### src/rtl/neo_frame_sequencer.sv
// NEO (nonlinear energy operator) frame sequencer: streams an M-sample frame from a sync-read RAM,
// writes the saturated psi[k] to a result RAM and counts samples whose psi exceeds a threshold.
module neo_frame_sequencer #(
    parameter int unsigned N = 8,
    parameter int unsigned M = 8
) (
    input  logic                    Clk,
    input  logic                    reset,
    input  logic                    start,
    input  logic                    abort,
    input  logic signed [2*N:0]     thr,
    output logic                    busy,
    output logic                    done,
    output logic                    ren,
    output logic [$clog2(M)-1:0]    raddr,
    input  logic signed [N-1:0]     rdata,
    output logic                    wen,
    output logic [$clog2(M)-1:0]    waddr,
    output logic signed [N-1:0]     wdata,
    output logic [$clog2(M):0]      spike_cnt
);

    localparam int unsigned AW  = $clog2(M);
    localparam int unsigned CNW = AW + 1;
    localparam int unsigned CW  = $clog2(M + 5);
    localparam int unsigned QW  = 2 * N;
    localparam int unsigned PW  = 2 * N + 1;

    // Cycle-index landmarks, counted from the start-acceptance edge
    localparam logic [CW-1:0] C_RD_LAST  = CW'(M);
    localparam logic [CW-1:0] C_WR_FIRST = CW'(3);
    localparam logic [CW-1:0] C_WR_LAST  = CW'(M + 2);
    localparam logic [CW-1:0] C_IN_FIRST = CW'(4);
    localparam logic [CW-1:0] C_IN_LAST  = CW'(M + 1);
    localparam logic [CW-1:0] C_END      = CW'(M + 3);

    localparam logic signed [PW-1:0] PSI_MAX = PW'(2 ** (N - 1) - 1);
    localparam logic signed [PW-1:0] PSI_MIN = ~PSI_MAX;

    typedef enum logic [1:0] {IDLE, READ, DRAIN, DONE} state_t;

    state_t                 state, state_nx;
    logic [CW-1:0]          cyc, cyc_nx;
    logic signed [N-1:0]    x_prev, x_cur;
    logic                   rvalid;
    logic signed [PW-1:0]   thr_q, thr_nx;
    logic [CNW-1:0]         cnt, cnt_nx;

    logic                   busy_nx, done_nx, ren_nx, wen_nx;
    logic [AW-1:0]          raddr_nx, waddr_nx;
    logic signed [N-1:0]    wdata_nx;
    logic [CNW-1:0]         spike_nx;

    logic signed [QW-1:0]   sq, cr;
    logic signed [PW-1:0]   psi;
    logic signed [N-1:0]    psi_sat;
    logic                   in_wr, in_interior;

    // psi for the next write: window {x_prev, x_cur} plus the sample arriving on rdata
    always_comb begin
        sq  = QW'(x_cur) * QW'(x_cur);
        cr  = QW'(x_prev) * QW'(rdata);
        psi = PW'(sq) - PW'(cr);
        if (psi > PSI_MAX) begin
            psi_sat = N'(PSI_MAX);
        end else if (psi < PSI_MIN) begin
            psi_sat = N'(PSI_MIN);
        end else begin
            psi_sat = N'(psi);
        end
    end

    assign in_wr       = (state == READ || state == DRAIN) && (cyc >= C_WR_FIRST) && (cyc <= C_WR_LAST);
    assign in_interior = (cyc >= C_IN_FIRST) && (cyc <= C_IN_LAST);

    always_comb begin
        state_nx = state;
        cyc_nx   = cyc;
        thr_nx   = thr_q;
        cnt_nx   = cnt;
        ren_nx   = 1'b0;
        raddr_nx = raddr;
        wen_nx   = 1'b0;
        waddr_nx = waddr;
        wdata_nx = wdata;
        done_nx  = 1'b0;
        spike_nx = spike_cnt;

        case (state)
            IDLE: begin
                cyc_nx = '0;
                if (start && !abort) begin
                    state_nx = READ;
                    cyc_nx   = CW'(1);
                    ren_nx   = 1'b1;
                    raddr_nx = '0;
                    thr_nx   = thr;
                    cnt_nx   = '0;
                end
            end
            READ: begin
                cyc_nx = cyc + CW'(1);
                if (cyc < C_RD_LAST) begin
                    ren_nx   = 1'b1;
                    raddr_nx = AW'(cyc);
                end else begin
                    state_nx = DRAIN;
                end
            end
            DRAIN: begin
                cyc_nx = cyc + CW'(1);
                if (cyc == C_END) begin
                    state_nx = DONE;
                    done_nx  = 1'b1;
                    spike_nx = cnt;
                end
            end
            DONE: begin
                state_nx = IDLE;
                cyc_nx   = '0;
            end
        endcase

        // Result writes overlap the tail of READ; boundary samples are written as zero
        if (in_wr) begin
            wen_nx   = 1'b1;
            waddr_nx = AW'(cyc - C_WR_FIRST);
            if (in_interior) begin
                wdata_nx = psi_sat;
                if (psi > thr_q) begin
                    cnt_nx = cnt + CNW'(1);
                end
            end else begin
                wdata_nx = '0;
            end
        end

        if (abort && state != IDLE) begin
            state_nx = IDLE;
            cyc_nx   = '0;
            ren_nx   = 1'b0;
            wen_nx   = 1'b0;
            done_nx  = 1'b0;
            spike_nx = spike_cnt;
        end

        busy_nx = (state_nx != IDLE);
    end

    always_ff @(posedge Clk or negedge reset) begin
        if (!reset) begin
            state     <= IDLE;
            cyc       <= '0;
            thr_q     <= '0;
            cnt       <= '0;
            busy      <= 1'b0;
            done      <= 1'b0;
            ren       <= 1'b0;
            raddr     <= '0;
            wen       <= 1'b0;
            waddr     <= '0;
            wdata     <= '0;
            spike_cnt <= '0;
        end else begin
            state     <= state_nx;
            cyc       <= cyc_nx;
            thr_q     <= thr_nx;
            cnt       <= cnt_nx;
            busy      <= busy_nx;
            done      <= done_nx;
            ren       <= ren_nx;
            raddr     <= raddr_nx;
            wen       <= wen_nx;
            waddr     <= waddr_nx;
            wdata     <= wdata_nx;
            spike_cnt <= spike_nx;
        end
    end

    // Sample window: rdata is valid the cycle after each read request
    always_ff @(posedge Clk or negedge reset) begin
        if (!reset) begin
            rvalid <= 1'b0;
            x_prev <= '0;
            x_cur  <= '0;
        end else begin
            rvalid <= ren;
            if (rvalid) begin
                x_prev <= x_cur;
                x_cur  <= rdata;
            end
        end
    end

endmodule

### config.mk
export PLATFORM = sky130hd
export DESIGN_NAME = neo_frame_sequencer
export DESIGN_NICKNAME = d
export VERILOG_FILES = /design/src/rtl/neo_frame_sequencer.sv
export SDC_FILE = /design/constraint.sdc
export NUM_CORES = 1
export LEC_CHECK = 0
export ABC_AREA = 1
export BUFFER_PORTS_ARGS = -buffer_cell sky130_fd_sc_hd__buf_2
export CORE_MARGIN = 4
export CORE_UTILIZATION = 34
export CTS_CLUSTER_DIAMETER = 100
export DETAILED_ROUTE_END_ITERATION = 16
export REMOVE_ABC_BUFFERS = 1
export SLEW_MARGIN = 0
export SYNTH_ARGS = -nofsm -noshare
export SYNTH_HDL_FRONTEND = slang
export SYNTH_SLANG_ARGS = --single-unit
### constraint.sdc
create_clock -name Clk -period 6.75 [get_ports Clk]
set_input_delay 1.0125 -clock Clk [delete_from_list [all_inputs] [get_ports Clk]]
set_output_delay 1.0125 -clock Clk [all_outputs]
set_load 0.005 [all_outputs]
-- Word-level counts from Yosys, hierarchy flattened
Index checks and enable logic that the tools add are counted.
- flip-flop bits (word level): 66
- output and inout bits: 22
- multiplexer cells: 28
- equal/unequal tests: 6
- add/subtract/negate cells: 4
- reductions and logical operators: 15
- bitwise gates (word level): 1
- multiply operators: 2
- order comparisons: 8
- operator list (kind ; count):
    multiplier 8 x 8 -> 16 bit ; 2
    two-way mux 4 bit ; 6
    two-way mux 8 bit ; 3
    > comparator 17 bit ; 1
    > comparator 17 x 8 -> 1 bit, second input constant ; 1
    less-than comparator 17 x 8 -> 1 bit, second input constant ; 1
    subtractor 16 x 16 -> 17 bit ; 1
    case mux 4 bit (3 select lines) ; 1
    two-way mux 1 bit ; 9
    adder 4 x 1 -> 4 bit, second input constant ; 2
    <= comparator 4 bit, second input constant ; 2
    two-way mux 2 bit ; 4
    case mux 2 bit (4 select lines) ; 1
    two-way mux 3 bit ; 2
    case mux 3 bit (2 select lines) ; 1
    AND reduction 3 bit ; 2
    nonzero test 2 bit ; 3
    logical AND 1 bit ; 5
    equality test 2 bit, second input constant ; 2
    equality test 4 bit, second input constant ; 1
    greater-or-equal comparator 4 x 2 -> 1 bit, second input constant ; 1
    greater-or-equal comparator 4 x 3 -> 1 bit, second input constant ; 1
    less-than comparator 4 bit, second input constant ; 1
    subtractor 3 x 2 -> 3 bit, second input constant ; 1
    10 further kinds ; 10

-- Logic depth before layout (Yosys ltp)
Gate-level depths: netlist (run 1).
- depth after elaboration: 7
- gate-level depth with buffers: 40
- gate-level depth less buffers: 39

-- Least setup slack after synthesis (run 1)
Ideal clock, no wire load.
- path type: in2reg
- from: in rdata[0]
- to: reg cnt[0]
- data required time: 6634 ps
- stages on the path: 28
- path buffers: 1
- slack: -351 ps
- arrival: 6985 ps
- cell sequence: clkbuf_1 -> nand2_1 -> inv_1 -> fa_1 -> fa_1 -> inv_1 -> fa_1 -> fa_1 -> fa_1 -> inv_1 -> fa_1 -> inv_1 -> ha_1 -> a21o_1 -> a31oi_1 -> nand3_1 -> a21o_1 -> a21oi_1 -> nand3_2 -> nand2_4 -> inv_4 -> ha_1 -> a21oi_1 -> nand2_1 -> nand2_2 -> nand2_2 -> nand2_1 -> nand2_1
- longest elaborated chain between the ends: 6
- ends and longest elaborated chain (item ; RTL line ; text):
    start, declared ; 16 ; input logic signed [N-1:0] rdata,
    multiplier 8 x 8 -> 16 bit ; 62 ; cr = QW'(x_prev) * QW'(rdata);
    subtractor 16 x 16 -> 17 bit ; 63 ; psi = PW'(sq) - PW'(cr);
    > comparator 17 bit ; 130 ; if (psi > thr_q) begin
    two-way mux 4 bit ; 130 ;
    two-way mux 4 bit ; 128 ; if (in_interior) begin
    two-way mux 4 bit ; 125 ; if (in_wr) begin
    via cnt_nx[0] ; 47 ; logic [CNW-1:0] cnt, cnt_nx;
    end signal, assigned ; 168 ; cnt <= cnt_nx;
    end, declared ; 47 ;
The timed path passes the listed nets, and every way through them passes these cells.
A chain may end at the register's enable or synchronous reset.

-- Worst setup path in the final report (run 1)
- from: in rdata[1]
- to: reg cnt[0]
The elaborated chain is that of the path after synthesis.

==> results.yml, run 1 <==
global_route:
  antenna_found_initial: 0
  grt.total_usage: 0.147
  grt_overflow: 0
  grt_pass1_wl_mm: 34.1
  grt_max_degree: 67
  grt_pass1_vias: 7262
clock_network:
  root_buffer: "clkbuf_16"
  tritoncts: "yes"
  clk_path_buf_depth: 2
  clock_sinks: 66
  cts_max_level: 3
  insertion_delay_ns: 0.34
  path_clk_slew_ns: 0.06
  cts_made_buffers: 9
min_path:
  hold-path-cell-count: 0
  worstHoldPathType: "reg2reg"
  hold_start: "ren"
  holdPathEnd: "rvalid"
timing:
  maxSlewHeadroom: 0.356
  fin_tns_setup_ns: 0
  hold_viol: 0
  clock.fmax_mhz: 153
  worstMarginPinSlew_ns: 0.966
  finalCritPeriodShare: 0.969
  clock-skew-final_ns: 0.00795
  min_period_ns: 6.54
  setup_ws_ns: 0.208
  setup_viol: 0
  drv_slew: 0
placed_design:
  gp_congestion: 0.813
  io_buffers: 50
  placed_cell_area_mm2: 0.0100
  post-place-cells: 1520
  place_ws_ns: -0.566
  dpl.hpwl_mm: 16.3
drt:
  routed_wirelength_mm: 20.3
  wl_met2_mm: 10.7
  drt-met1-wl_mm: 8.77
  via_count: 6937
  wl_per_cell_um: 13.0
  drtIter0Drc: 268
  dr.pass1.iters: 4
  drtAntennaViolNets: 0
  met3_length_um: 422
  vias_per_cell: 4.45
  drc_errors: 0
  top_layer: "met4"
critical_path:
  reg2regPathDepth: 31
  cp.required_ns: 6.98
  worstSetupStartpointType: "input port"
  crit_path_max_fanout: 5
  reg2reg_slack_ns: 0.37
  worstSetupPathType: "in2reg"
  cpPeakStageDelay_ns: 0.54
  cpMostUsedCell: "nand2_1"
  r2r_end: "cnt[0]"
  r2r_start: "x_cur[6]"
  arrival_ns: 6.77
  slowest_stage: "fa_1"
  end_kind: "flip-flop"
yosys:
  muxShareOfSynthArea: 0.00255
  yosysSeqAreaShare: 0.187
  synth_ff_type: "dfrtp_1"
  synth_compound_area_frac: 0.0521
  synth_seq_cells: 66
  synth-simple-area-share: 0.178
  synth_top_area_cell: "fa_1"
  synthCells: 1084
  ys_types: 43
  synth_top_family_by_area: "adder cells"
  synth_xor_area_frac: 0.0306
  synth_top_area_frac: 0.288
  synth_edf_count: 0
  yosys.area_share.adder: 0.406
  avgSynthCellArea_um2: 8.16
  synth_warnings: 0
  netlist_top_cells_area: "fa_1 (29%), dfrtp_1 (19%), inv_1 (13%), ha_1 (12%), nand2_1 (9.2%)"
  syn_area_mm2: 0.00884
  synth-async-reset-ratio: 1.00
cells_and_area:
  antenna_cells: 0
  drive_above_1_share: 0.269
  fin_nets: 1464
  synthToLayoutAreaGrowth_pct: 24.6
  stdcell_count: 1559
  fin_area_mm2: 0.0110
  fillers: 2509
floorplan:
  die_h_um: 169
  die-area_mm2: 0.0286
  die_w_um: 169
  rows: 58
  ios: 51
  core-area_mm2: 0.0254
  start_util: 0.348
run:
  maxCapViolCount: 0
outcome:
  status: "finished clean"
kinds of logic (layout without fill, tap and decap cells):
family / Yosys count / after routing
simple gates: 357 / 357
fa+ha+maj: 211 / 211
xor+xnor: 30 / 30
flops: 66 / 66
mux: 2 / 2
compound gates: 83 / 83
buf+inv: 335 / 480
layer usage:
metal,vias to the layer above,global-route usage
met4,0,0.0403
met1,3393,0.182
met3,20,0.0207
li1,3450,-
met5,-,0
met2,74,0.266
state kept, by name, summed over array words and instances, names as in the netlist:
register	cells
done	1
wen	1
busy	1
spike_cnt	4
thr_q	17
ren	1
cyc	4
x_cur	8
cnt	4
raddr	3
wdata	8
state	2
waddr	3
x_prev	8
rvalid	1
cell usage in the layout, fill, tap and decap left out, types with 14 or more instances in the layout:
master | synthesis | routed
inv_2 | 5 | 37
a21oi_1 | 42 | 34
nand3_1 | 33 | 30
xnor2_1 | 14 | 14
o21ai_0 | 26 | 25
buf_2 | 1 | 46
fa_1 | 127 | 117
ha_4 | 0 | 15
ha_1 | 84 | 69
inv_1 | 295 | 260
nor2_1 | 59 | 55
nand2_1 | 216 | 194
nand2_2 | 9 | 26
buf_4 | 1 | 107
dfrtp_1 | 66 | 64
per-stage QoR:
step | utilization | hold WS, ns
3_5_place_dp | 0.395 | 0.365
6_report | 0.434 | 0.382
4_1_cts | 0.414 | 0.387
5_1_grt | 0.434 | 0.400
3_3_place_gp | 0.395 | 0.383
2_1_floorplan | - | 0.376
how the worst max path moves through the flow:
| stage | startpoint | end | slack [ns] | depth (start not counted) |
|---|---|---|---|---|
| final | rdata[1] | cnt[0] | 0.21 | 39 |
| after global routing | rdata[0] | cnt[0] | -0.1 | 39 |
| after CTS | rdata[1] | cnt[0] | 0.0002 | 32 |
| after detailed placement | rdata[2] | cnt[0] | -0.57 | 29 |
| after global placement | rdata[2] | cnt[1] | -0.50 | 29 |
| after floorplan | rdata[1] | cnt[0] | -0.09 | 27 |
Yosys cell counts (5+ instances only):
cell	instances
inv_1	295
nand2_1	216
fa_1	127
ha_1	84
dfrtp_1	66
nor2_1	59
a21oi_1	42
nand3_1	33
clkbuf_1	29
o21ai_0	26
xor2_1	15
xnor2_1	14
nand2_2	9
nand4_1	8
inv_2	5
nand3_2	5
nand3b_1	5
worst max-delay path, delay by kind of cell:
kind,cells,cell delay [ns]
adders and majority gates,8,3.34
buffers and inverters,8,0.54
and+or+nand+nor,19,1.35
xor gates and xnor gates,1,0.22
AOI/OAI and AO/OA,3,0.31
repair_timing:
item | 4_1_cts | 5_1_grt
pin swaps | 19 | 103
endpoints found under the setup margin | 4 | 11
buffers inserted | 11 | 12
cloned | 0 | 0
hold buffers | 0 | 0
resized for setup | 18 | 121
final cells by class:
cell class | instances | area (um2) | area share
timing repair buffer | 161 | 1120 | 0.102
multi-input combinational | 683 | 6380 | 0.579
clock inverter | 7 | 77.6 | 0.00704
clock buffer | 9 | 225 | 0.0204
tap | 330 | 413 | 0.0375
inverter | 303 | 1150 | 0.104
sequential | 66 | 1650 | 0.150
Power of run 1 is not shown: default switching activity piles up to over one toggle a cycle in this logic, so the estimate is an artifact.
==> run 2: changes to the inputs <==
--- a/config.mk
+++ b/config.mk
@@ -7,10 +7,12 @@
 export LEC_CHECK = 0
 export ABC_AREA = 1
 export BUFFER_PORTS_ARGS = -buffer_cell sky130_fd_sc_hd__buf_2
+export CELL_PAD_IN_SITES_DETAIL_PLACEMENT = 0
+export CELL_PAD_IN_SITES_GLOBAL_PLACEMENT = 1
 export CORE_MARGIN = 4
-export CORE_UTILIZATION = 34
-export CTS_CLUSTER_DIAMETER = 100
+export CORE_UTILIZATION = 43
 export DETAILED_ROUTE_END_ITERATION = 16
+export PLACE_DENSITY_LB_ADDON = 0.1
 export REMOVE_ABC_BUFFERS = 1
 export SLEW_MARGIN = 0
 export SYNTH_ARGS = -nofsm -noshare
==> run 2 against run 1 <==
  * Fmax fell by 2.2%
  * Global-route usage is 4.8 points higher
  * Sequential share of layout area hardly changed
  * Routed wire length is 0.70% higher
  * Largest cell class unchanged
==> results.yml, run 2 (synthesis results as in run 1) <==
drt:
  wl_per_cell_um: 13.5
  routed_wirelength_mm: 20.4
  dr.pass1.iters: 4
  drtAntennaViolNets: 0
  via_count: 6924
  drtIter0Drc: 257
  vias_per_cell: 4.59
  drc_errors: 0
clock_network:
  root_buffer: "clkbuf_16"
  clock_sinks: 66
  cts_max_level: 3
  ctsHoldBuffers: 0
  path_clk_slew_ns: 0.06
  insertion_delay_ns: 0.34
  cts_made_buffers: 9
  clk_path_buf_depth: 2
  tritoncts: "yes"
critical_path:
  crit_family: "adder cells"
  crit_path_max_fanout: 5
  worstSetupPathType: "in2reg"
  cp.required_ns: 7.03
  slowest_stage: "fa_2"
  arrival_ns: 6.97
  path_buf_inv: 8
  worstSetupStartpointType: "input port"
  cpPeakStageDelay_ns: 0.62
  end_kind: "flip-flop"
timing:
  min_period_ns: 6.69
  worstMarginPinSlew_ns: 1.07
  finalCritPeriodShare: 0.991
  clock-skew-final_ns: 0.00975
  maxSlewHeadroom: 0.285
  clock.fmax_mhz: 150
  hold_viol: 0
  drv_slew: 0
  rsz0062_at_grt: "yes"
  setup_viol: 0
placed_design:
  io_buffers: 50
  dpl.hpwl_mm: 16.6
  post-place-cells: 1477
  gp_congestion: 0.813
floorplan:
  die_h_um: 151
  ios: 51
  start_util: 0.437
  rows: 52
  die_w_um: 151
  die-area_mm2: 0.0229
  core-area_mm2: 0.0202
cells_and_area:
  largest_reg_flops: 17
  fillers: 1930
  antenna_cells: 0
  fin_nets: 1475
  final_cell_mix: "inv_1 (277), nand2_1 (199), fa_1 (119)"
  drive_above_1_share: 0.248
  stdcell_count: 1510
  regMostFlops: "thr_q"
  mostFrequentLayoutCell: "inv_1"
  synthToLayoutAreaGrowth_pct: 24.5
global_route:
  grt_max_degree: 67
  grt.total_usage: 0.194
  grt_overflow: 0
  antenna_found_initial: 0
  grt_pass1_vias: 7126
  grt_pass1_wl_mm: 34.8
outcome:
  status: "finished clean"
run:
  maxCapViolCount: 0
min_path:
  worstHoldPathType: "reg2reg"
run 2: cell types whose count changed in the layout (fill, tap and decap cells not counted), moves of 5 or more:
cell / before / now
inv_2: 37 / 19
inv_1: 260 / 277
buf_4: 107 / 115
nand2_2: 26 / 20
nand2_1: 194 / 199
run 2: worst register-to-register path: cells and delay by family, from the launching register on:
kind / cells / cell delay, ns
adder cells (fa/ha/maj): 8 / 3.62
AND/OR/NAND/NOR: 10 / 0.90
flip-flops: 1 / 0.57
buffers and inverters: 7 / 0.68
AO/OA/AOI/OAI: 5 / 0.51
XOR/XNOR: 1 / 0.17
run 2: area by class of cell:
| class | instances | area, um2 | share of cell area |
|---|---|---|---|
| Clock inverter | 5 | 60.1 | 0.00545 |
| Inverter | 303 | 1150 | 0.104 |
| Tap cell | 270 | 338 | 0.0307 |
| Sequential cell | 66 | 1650 | 0.150 |
| Clock buffer | 11 | 253 | 0.0230 |
| Timing Repair Buffer | 172 | 1230 | 0.112 |
| Multi-Input combinational cell | 683 | 6330 | 0.575 |
run 2: timing repair:
item / in CTS / in global routing
setup endpoints to repair: 4 / 4
resized for setup: 34 / 70
hold endpoints to repair: 0 / 0
pin swaps: 53 / 84
buffers inserted: 8 / 9
run 2: final timing paths:
kind	start	end	slack, ns	cells past startpoint
hold / removal	ren	rvalid	0.37	0
min in group asynchronous	reset	thr_q[4]	0.87	2
hold reg to reg	ren	rvalid	0.37	0
setup reg to reg	x_prev[7]	cnt[2]	0.24	31
max in group asynchronous	reset	x_prev[1]	5.24	2
setup / recovery	rdata[1]	cnt[2]	0.06	32
run 2: metrics by stage:
step	instance area [um2]	worst slack (ns)	TNS, ns	hold slack (ns)	utilization
2_1_floorplan	8710	-0.0906	-0.362	0.376	-
3_3_place_gp	10100	-0.578	-3.49	0.362	0.500
3_5_place_dp	10100	-0.674	-4.18	0.359	0.500
4_1_cts	10700	0.00138	0	0.375	0.528
5_1_grt	11000	-0.181	-0.658	0.387	0.544
6_report	11000	0.0640	0	0.373	0.544
run 2: metal layers:
metal  routed length [um]  track usage  vias to the layer above
li1                     -            -                     3484
met1                 9710        0.274                     3344
met2                 9810        0.320                       70
met3                  464       0.0192                       26
met4                  418       0.0539                        0
met5                    0            0                        -
Power of run 2 is left out for the same reason.
==> run 3: changes to the inputs <==
--- a/config.mk
+++ b/config.mk
@@ -6,14 +6,17 @@
 export NUM_CORES = 1
 export LEC_CHECK = 0
 export ABC_AREA = 1
+export ABC_CLOCK_PERIOD_IN_PS = 6750
 export BUFFER_PORTS_ARGS = -buffer_cell sky130_fd_sc_hd__buf_2
 export CELL_PAD_IN_SITES_DETAIL_PLACEMENT = 0
 export CELL_PAD_IN_SITES_GLOBAL_PLACEMENT = 1
 export CORE_MARGIN = 4
 export CORE_UTILIZATION = 43
+export CTS_CLUSTER_SIZE = 40
 export DETAILED_ROUTE_END_ITERATION = 16
 export PLACE_DENSITY_LB_ADDON = 0.1
 export REMOVE_ABC_BUFFERS = 1
+export SETUP_SLACK_MARGIN = 0.15
 export SLEW_MARGIN = 0
 export SYNTH_ARGS = -nofsm -noshare
 export SYNTH_HDL_FRONTEND = slang
==> run 3 against run 2 <==
  * First-iteration DRC count increased by 0.78%
  * Critical path depth decreased by 1
  * Routed wire length increased by 2.0%
  * Die area unchanged
  * Sequential cell count unchanged
  * Count of clock-buffer cells in the layout unchanged
  * Design area increased by 2.2%
  * Critical endpoint unchanged
==> results.yml, run 3 (synthesis results as in run 1) <==
drt:
  drc_errors: 0
  drtIter0Drc: 259
  dr.pass1.iters: 4
  routed_wirelength_mm: 20.8
  via_count: 7009
  wl_per_cell_um: 13.7
  vias_per_cell: 4.61
  drtAntennaViolNets: 0
global_route:
  grt.total_usage: 0.195
  grt_pass1_vias: 7196
  antenna_found_initial: 0
  grt_overflow: 0
  grt_pass1_wl_mm: 35.0
  grt_max_degree: 67
placed_design:
  dpl.hpwl_mm: 16.6
  gp_congestion: 0.813
  place_ws_ns: -0.674
  io_buffers: 50
timing:
  clock.fmax_mhz: 151
  setup_viol: 0
  rsz0062_at_grt: "yes"
  min_period_ns: 6.61
  finalCritPeriodShare: 0.979
  worstMarginPinSlew_ns: 1.08
  setup_ws_ns: 0.140
  clock-skew-final_ns: 0.0103
  drv_slew: 0
  maxSlewHeadroom: 0.282
  hold_viol: 0
cells_and_area:
  drive_above_1_share: 0.284
  final_cell_mix: "inv_1 (261), nand2_1 (188), buf_4 (123)"
  antenna_cells: 0
  mostFrequentLayoutCell: "inv_1"
  regMostFlops: "thr_q"
  largest_reg_flops: 17
  fillers: 1905
  synthToLayoutAreaGrowth_pct: 27.2
  fin_nets: 1487
critical_path:
  slowest_stage: "fa_2"
  crit_path_start: "rdata[0]"
  cpPeakStageDelay_ns: 0.58
  crit_family: "adder cells"
  worstSetupPathType: "in2reg"
  end_kind: "flip-flop"
  worstSetupStartpointType: "input port"
  path_buf_inv: 8
  crit_path_max_fanout: 5
  cpMostUsedCell: "fa_1"
  r2r_start: "x_prev[7]"
  cp.required_ns: 7.04
  arrival_ns: 6.90
outcome:
  status: "finished clean"
floorplan:
  die-area_mm2: 0.0229
  core-area_mm2: 0.0202
  start_util: 0.437
  die_w_um: 151
  die_h_um: 151
  ios: 51
  rows: 52
clock_network:
  ctsHoldBuffers: 0
  insertion_delay_ns: 0.35
  clk_path_buf_depth: 2
  path_clk_slew_ns: 0.07
  clock_sinks: 66
  cts_made_buffers: 9
  root_buffer: "clkbuf_16"
  cts_max_level: 3
  tritoncts: "yes"
min_path:
  worstHoldPathType: "reg2reg"
  hold_start: "ren"
run:
  maxCapViolCount: 0
run 3: cell count changes in the layout (fill, tap and decap cells not counted), moves of 7 or more:
cell	before	now
inv_2	19	36
inv_1	277	261
nand2_2	20	27
buf_4	115	123
nand2_1	199	188
run 3: what timing repair did:
| action | 4_1_cts | 5_1_grt |
|---|---|---|
| setup buffers | 15 | 15 |
| endpoints found under the setup margin | 8 | 11 |
| pin swaps | 92 | 73 |
| resized for setup | 73 | 80 |
| endpoints found under the hold margin | 0 | 0 |
run 3: final timing paths:
| check | to | slack [ns] | cells past startpoint |
|---|---|---|---|
| worst min register to register | rvalid | 0.37 | 0 |
| min in group asynchronous | thr_q[4] | 0.86 | 2 |
| worst max-delay path | cnt[2] | 0.14 | 31 |
| worst max register to register | cnt[2] | 0.27 | 30 |
| worst min-delay path | rvalid | 0.37 | 0 |
| max in group asynchronous | x_prev[1] | 5.24 | 2 |
run 3: final cells by class:
type                       count  area [um2]  area share
multi-input combinational    683        6460       0.574
sequential                    66        1650       0.147
timing repair buffer         184        1340       0.119
inverter                     303        1150       0.102
tap                          270         338      0.0300
clock buffer                  11         253      0.0225
clock inverter                 5        60.1     0.00534
run 3: worst register-to-register path, delay by kind of cell, from the launching register on:
kind / cells / cell delay [ns]
buffers and inverters: 7 / 0.58
and+or+nand+nor: 12 / 1.26
DFF: 1 / 0.56
AOI/OAI and AO/OA: 2 / 0.21
xor gates and xnor gates: 1 / 0.11
adders and majority gates: 8 / 3.69
run 3: routing by layer:
metal	GRT usage	part of all wire
met4	0.0558	0.021
met3	0.0194	0.027
met2	0.322	0.48
met5	0	0
met1	0.274	0.47
run 3: through the flow:
stage,utilization,hold WS (ns),instance area [um2],setup TNS (ns),cells
2_1_floorplan,-,0.376,8710,-0.362,1052
3_3_place_gp,0.500,0.362,10100,-3.49,1477
3_5_place_dp,0.500,0.359,10100,-4.18,1477
4_1_cts,0.536,0.375,10800,0,1508
5_1_grt,0.556,0.387,11200,-0.602,1522
6_report,0.556,0.373,11200,0,1522
Power of run 3 is left out for the same reason.
